### config.mk
export PLATFORM = sky130hd
export DESIGN_NAME = uart_rx_flat
export DESIGN_NICKNAME = d
export VERILOG_FILES = /design/src/rtl/uart_pkg.sv /design/src/rtl/uart_rx_if.sv /design/src/rtl/uart_sync.sv /design/src/rtl/uart_rx.sv /design/src/flat_wrapper.sv
export SDC_FILE = /design/constraint.sdc
export NUM_CORES = 1
export LEC_CHECK = 0
export BUFFER_PORTS_ARGS = -buffer_cell sky130_fd_sc_hd__buf_2
export CAP_MARGIN = 30
export CORE_MARGIN = 4
export CORE_UTILIZATION = 42
export CTS_BUF_LIST = sky130_fd_sc_hd__clkbuf_16
export CTS_CLUSTER_SIZE = 25
export DETAILED_ROUTE_END_ITERATION = 12
export PLACE_DENSITY = 0.61
export SLEW_MARGIN = 10
export SYNTH_ARGS = -nofsm -noshare
export SYNTH_HDL_FRONTEND = slang
export SYNTH_SLANG_ARGS = --single-unit
### constraint.sdc
create_clock -name clk -period 2.7 [get_ports clk]
set_input_delay 0.135 -clock clk [delete_from_list [all_inputs] [get_ports clk]]
set_output_delay 0.135 -clock clk [all_outputs]
set_load 0.005 [all_outputs]
### src/rtl/uart_pkg.sv
`default_nettype none
// ============================================================================
// Module   : uart_pkg
// Purpose  : Shared UART definitions: receiver state encoding and the
//            oversampling constants used by both receiver and transmitter.
// Ports    : none (package)
// Revision : 1.0 - initial release
// ============================================================================
package uart_pkg;

   localparam int OVERSAMPLE = 16;  // ticks per bit
   localparam int HALF_BIT   = 7;   // tick count at the start-bit midpoint
   localparam int DATA_BITS  = 8;   // payload bits per frame

   typedef enum logic [2:0] {
      IDLE      = 3'd0,
      START     = 3'd1,
      DATA      = 3'd2,
      STOP      = 3'd3,
      WAIT_HIGH = 3'd4
   } uart_rx_state_t;

endpackage
`default_nettype wire

### src/rtl/uart_rx_if.sv
`default_nettype none
// ============================================================================
// Module   : uart_rx_if
// Purpose  : Bundles the receiver's line/strobe inputs and its result outputs.
// Signals  : tick      - 16x-baud strobe, one clk wide
//            rxd       - asynchronous serial line, idle high
//            data_out  - last correctly framed byte
//            rx_done   - one-cycle pulse when data_out updates
//            frame_err - one-cycle pulse on a stop bit sampled low
//            rx_busy   - high whenever the receiver is not idle
// Modports : master (drives line and strobe), slave (the receiver)
// Revision : 1.0 - initial release
// ============================================================================
interface uart_rx_if;
   import uart_pkg::*;

   logic                 tick;
   logic                 rxd;
   logic [DATA_BITS-1:0] data_out;
   logic                 rx_done;
   logic                 frame_err;
   logic                 rx_busy;

   modport master (
      output tick, rxd,
      input  data_out, rx_done, frame_err, rx_busy
   );

   modport slave (
      input  tick, rxd,
      output data_out, rx_done, frame_err, rx_busy
   );

endinterface
`default_nettype wire

### src/rtl/uart_sync.sv
`default_nettype none
// ============================================================================
// Module   : uart_sync
// Purpose  : Two-flop synchronizer for the asynchronous serial line. Both
//            flops reset to 1 so the idle line never looks like a start bit.
// Ports    : clk - clock
//            rst - synchronous active-high reset
//            d   - asynchronous input
//            q   - synchronized output (2 clk latency)
// Revision : 1.0 - initial release
// ============================================================================
module uart_sync (
   input  wire logic clk,
   input  wire logic rst,
   input  wire logic d,
   output logic      q
);

   logic meta;

   always_ff @(posedge clk) begin
      if (rst) begin
         meta <= 1'b1;
         q    <= 1'b1;
      end else begin
         meta <= d;
         q    <= meta;
      end
   end

endmodule
`default_nettype wire

### src/rtl/uart_rx.sv
`default_nettype none
// ============================================================================
// Module   : uart_rx
// Purpose  : 8N1 UART receiver with 16x oversampling. Start bit is checked at
//            its midpoint, then every data bit and the stop bit are sampled
//            one full bit period later, i.e. at their midpoints.
// Ports    : clk - clock
//            rst - synchronous active-high reset
//            bus - uart_rx_if.slave (tick, rxd in; data_out, rx_done,
//                  frame_err, rx_busy out)
// Revision : 1.0 - initial release
// ============================================================================
module uart_rx
   import uart_pkg::*;
(
   input  wire logic clk,
   input  wire logic rst,
   uart_rx_if.slave  bus
);

   localparam logic [3:0] S_LAST = 4'(OVERSAMPLE - 1);
   localparam logic [3:0] S_HALF = 4'(HALF_BIT);
   localparam logic [2:0] N_LAST = 3'(DATA_BITS - 1);

   logic                 rxd_s;
   uart_rx_state_t       state;
   logic [3:0]           s_cnt;
   logic [2:0]           n;
   logic [DATA_BITS-1:0] shreg;
   logic [DATA_BITS-1:0] data_out;
   logic                 rx_done;
   logic                 frame_err;

   uart_sync u_sync (
      .clk (clk),
      .rst (rst),
      .d   (bus.rxd),
      .q   (rxd_s)
   );

   always_ff @(posedge clk) begin
      if (rst) begin
         state     <= IDLE;
         s_cnt     <= 4'd0;
         n         <= 3'd0;
         shreg     <= '0;
         data_out  <= '0;
         rx_done   <= 1'b0;
         frame_err <= 1'b0;
      end else begin
         rx_done   <= 1'b0;
         frame_err <= 1'b0;
         case (state)
            IDLE: begin
               // Start detection does not wait for a tick, so a start edge
               // right after a stop bit is caught immediately.
               if (!rxd_s) begin
                  state <= START;
                  s_cnt <= 4'd0;
               end
            end
            START: begin
               if (bus.tick) begin
                  if (s_cnt == S_HALF) begin
                     if (!rxd_s) begin
                        state <= DATA;
                        s_cnt <= 4'd0;
                        n     <= 3'd0;
                     end else begin
                        state <= IDLE;    // line went back high: glitch
                     end
                  end else begin
                     s_cnt <= s_cnt + 4'd1;
                  end
               end
            end
            DATA: begin
               if (bus.tick) begin
                  if (s_cnt == S_LAST) begin
                     // LSB arrives first, so shift in from the top.
                     shreg <= {rxd_s, shreg[DATA_BITS-1:1]};
                     s_cnt <= 4'd0;
                     if (n == N_LAST) begin
                        state <= STOP;
                     end else begin
                        n <= n + 3'd1;
                     end
                  end else begin
                     s_cnt <= s_cnt + 4'd1;
                  end
               end
            end
            STOP: begin
               if (bus.tick) begin
                  if (s_cnt == S_LAST) begin
                     if (rxd_s) begin
                        data_out <= shreg;
                        rx_done  <= 1'b1;
                        state    <= IDLE;
                     end else begin
                        frame_err <= 1'b1;
                        state     <= WAIT_HIGH;
                     end
                  end else begin
                     s_cnt <= s_cnt + 4'd1;
                  end
               end
            end
            WAIT_HIGH: begin
               // A held-low line (break) must release before a new start bit
               // can be recognised.
               if (rxd_s) begin
                  state <= IDLE;
               end
            end
            default: begin
               state <= IDLE;
            end
         endcase
      end
   end

   assign bus.data_out  = data_out;
   assign bus.rx_done   = rx_done;
   assign bus.frame_err = frame_err;
   assign bus.rx_busy   = (state != IDLE);

endmodule
`default_nettype wire

### src/flat_wrapper.sv
// flat-port wrapper written by rule: the top's interface ports become plain ports
module uart_rx_flat import uart_pkg::*;
  (clk, rst, bus_tick, bus_rxd, bus_data_out, bus_rx_done, bus_frame_err, bus_rx_busy);
  uart_rx_if bus_i ();
  input  wire logic clk;
  input  wire logic rst;
  input wire logic [$bits(bus_i.tick)-1:0] bus_tick;
  input wire logic [$bits(bus_i.rxd)-1:0] bus_rxd;
  output wire logic [$bits(bus_i.data_out)-1:0] bus_data_out;
  output wire logic [$bits(bus_i.rx_done)-1:0] bus_rx_done;
  output wire logic [$bits(bus_i.frame_err)-1:0] bus_frame_err;
  output wire logic [$bits(bus_i.rx_busy)-1:0] bus_rx_busy;
  assign bus_i.tick = bus_tick;
  assign bus_i.rxd = bus_rxd;
  assign bus_data_out = bus_i.data_out;
  assign bus_rx_done = bus_i.rx_done;
  assign bus_frame_err = bus_i.frame_err;
  assign bus_rx_busy = bus_i.rx_busy;
  uart_rx u_core (.clk(clk), .rst(rst), .bus(bus_i));
endmodule
==> run_results.csv <==
group,metric,value,unit
global_route,grt_pass1_vias,914,
sta,min_period,1.955,ns
place,port_buffers,14,
place,place_area,1515,µm²
finish,n_fill_cell,317,
critical_path,crit_start,"u_core.s_cnt[0]",
critical_path,worstSetupStartpointType,"register",
sta,finalSetupTns,0,ns
critical_path,arrival,2.09,ns
power,p_per_area,609.4,nW/µm²
critical_path,cp-end-kind,"register",
status,status,"finished, final reports clean",
route,routedWlPerCell,13.23,µm
worst_hold_path,min_path_cells,2,
place,hpwl,1892,µm
floorplan,die_area,4426,µm²
place,place_congestion,0.8194,
critical_path,r2r-start,"u_core.s_cnt[0]",
synth,synth_area,1439,µm²
sta,relSlewSlack,0.5891,
global_route,grt_max_degree,34,
sta,period_share,0.7239,
synth,synthFlopType,"dfxtp_1",
cts,cts_sinks,30,
cts,holdBufCountCts,0,
power,ir_worst_vdd,0.0003486,V
route,drt_iter0_markers,82,
cts,post_cts_buffers,0,
finish,final_cell_mix,"dfxtp_1 (30), nor2_1 (21), mux2i_1 (18), buf_2 (14), nor3_1 (6)",
global_route,grt_overflow_total,0,
cts,clk_pin_slew,0.05,ns
critical_path,r2r_slack,0.75,ns
place,dp_slack,0.7483,ns
finish,diodes,0,
sta,report.final.slew_viol_count,0,
sta,max_freq,511.6,MHz
finish,mostFrequentLayoutCell,"dfxtp_1",
sta,finClkSkew,0.003683,ns
route,dr.pass1.iters,4,
sta,tightest_slew,0.6145,ns
sta,hold_violations,0,
cts,insertion_delay,0.27,ns
critical_path,crit_type,"reg2reg",
floorplan,die_height,66.53,µm
sta,setup_slack,0.7453,ns
synth,syn_nets,153,
synth,synth_seq_area_share,0.4174,
cts,cts_resized,0,
critical_path,cp_max_fo,9,
finish,final_area,1653,µm²
synth,synth_edf_count,0,
critical_path,r2r_cells,5,
finish,seq_area,600.6,µm²
synth,synthCells,146,
cts,tritoncts,"built",
power,p_leak,0.0007384,µW
run,cap_violations,0,
finish,multi_input_area,768.2,µm²
finish,utilization,0.5242,
cts,htreeDepth,2,
finish,drive_above_1_share,0.1813,
critical_path,timing.critical_path.required,2.84,ns
global_route,antenna_found_initial,0,
synth,async_flop_share,0,
global_route,grt_first_pass_wirelength,4471,µm
route,vias,1077,
floorplan,core,3153,µm²
route,drc,0,
cts,cts_buffers,5,
worst_hold_path,hold_path_class,"in2reg",
floorplan,rows,20,
finish,finalNetCount,166,
sta,setup_viol,0,
finish,area_delta_synth_final,14.87,%
synth,ys_seq_elements,30,
route,ant_nets,0,
synth,synth_area_per_cell,9.855,µm²
synth,yosys_warnings,0,
route,drt-total-wl,2699,µm
floorplan,ioPinCount,15,
cts,ctsLongestPathBuffers,2,
floorplan,start_util,0.4563,
synth,synth.distinct_cells,46,
floorplan,die_x,66.53,µm
cts,clockRootBuffer,"clkbuf_16",
worst_hold_path,min_from,"bus_rxd",
global_route,grt_usage,0.1360,
route,viasPerCell,5.279,
sta,rsz0062_at_grt,"false",
==> state kept, by name (all words and copies together), names as in the netlist <==
register and cells:
u_core.bus.rx_done 1, u_core.state 3, u_core.n 3, u_core.u_sync.meta 1
u_core.s_cnt 4, u_core.bus.data_out 8, u_core.u_sync.q 1, u_core.shreg 8
u_core.bus.frame_err 1
==> metal layers <==
| metal | global-route usage | wire length (µm) | vias to the layer above |
|---|---|---|---|
| li1 | - | - | 550 |
| met1 | 0.1907 | 1313 | 493 |
| met2 | 0.1896 | 1173 | 29 |
| met3 | 0.04553 | 179 | 5 |
| met4 | 0.05330 | 31 | 0 |
| met5 | 0 | 0 | - |
==> cell type report <==
| class | count | area share |
|---|---|---|
| clock inverters | 3 | 0.007570 |
| flip-flops and latches | 30 | 0.3634 |
| multi-input cells | 106 | 0.4648 |
| well taps | 44 | 0.03331 |
| inverters | 2 | 0.01287 |
| repair buffers | 14 | 0.04239 |
| clock buffers | 5 | 0.07570 |
==> cells in the mapped netlist (2+ instances only) <==
| cell type | count | area (µm²) |
|---|---|---|
| dfxtp_1 | 30 | 600.6 |
| nor2_1 | 21 | 78.83 |
| mux2i_1 | 18 | 180.2 |
| buf_2 | 6 | 30.03 |
| nor3_1 | 6 | 30.03 |
| and2_1 | 4 | 25.02 |
| nand2b_1 | 4 | 25.02 |
| a21oi_1 | 3 | 15.01 |
| ha_1 | 3 | 37.54 |
| nand2_1 | 3 | 11.26 |
| nor2b_1 | 3 | 18.77 |
| nor3b_1 | 3 | 22.52 |
| a22o_1 | 2 | 17.52 |
| and3_1 | 2 | 12.51 |
| mux2_1 | 2 | 22.52 |
| nand3_1 | 2 | 10.01 |
| o2111ai_1 | 2 | 17.52 |
| o21a_1 | 2 | 15.01 |
| or2_2 | 2 | 12.51 |
| or3b_1 | 2 | 17.52 |
==> power breakdown <==
part / internal (µW) / switching [µW]
combinational: 22.0 / 26.3
clock: 331 / 170
sequential: 448 / 9.42
total: 801 / 206
==> final timing paths <==
check	to
setup / recovery	u_core.bus.data_out[7]
hold / removal	u_core.u_sync.meta
setup reg to reg	u_core.bus.data_out[7]
hold reg to reg	u_core.u_sync.q
==> cell families after synthesis <==
logic type / after synthesis / synth area share
adder cells (fa/ha/maj): 3 / 0.02609
buffers and inverters: 10 / 0.04870
AO/OA/AOI/OAI: 18 / 0.09653
AND/OR/NAND/NOR: 64 / 0.2626
flip-flops: 30 / 0.4174
multiplexers: 21 / 0.1487
==> worst max-delay path, cell delays in order, from the launching register on <==
cell and delay, ns:
dfxtp_1 0.35, ha_1 0.28, and3_1 0.27, nand4_1 0.52, mux2i_1 0.34, nor2_1 0.06
==> metrics by stage <==
step / total power, µW / hold slack [ns] / instances
2_1_floorplan: 503.2 / 0.2388 / 146
3_3_place_gp: 513.6 / 0.3213 / 196
3_5_place_dp: 514.3 / 0.3229 / 196
4_1_cts: 1027 / 0.04389 / 204
5_1_grt: 1049 / 0.05050 / 204
6_report: 1007 / 0.04754 / 204
(Power assumes the default switching activity.)
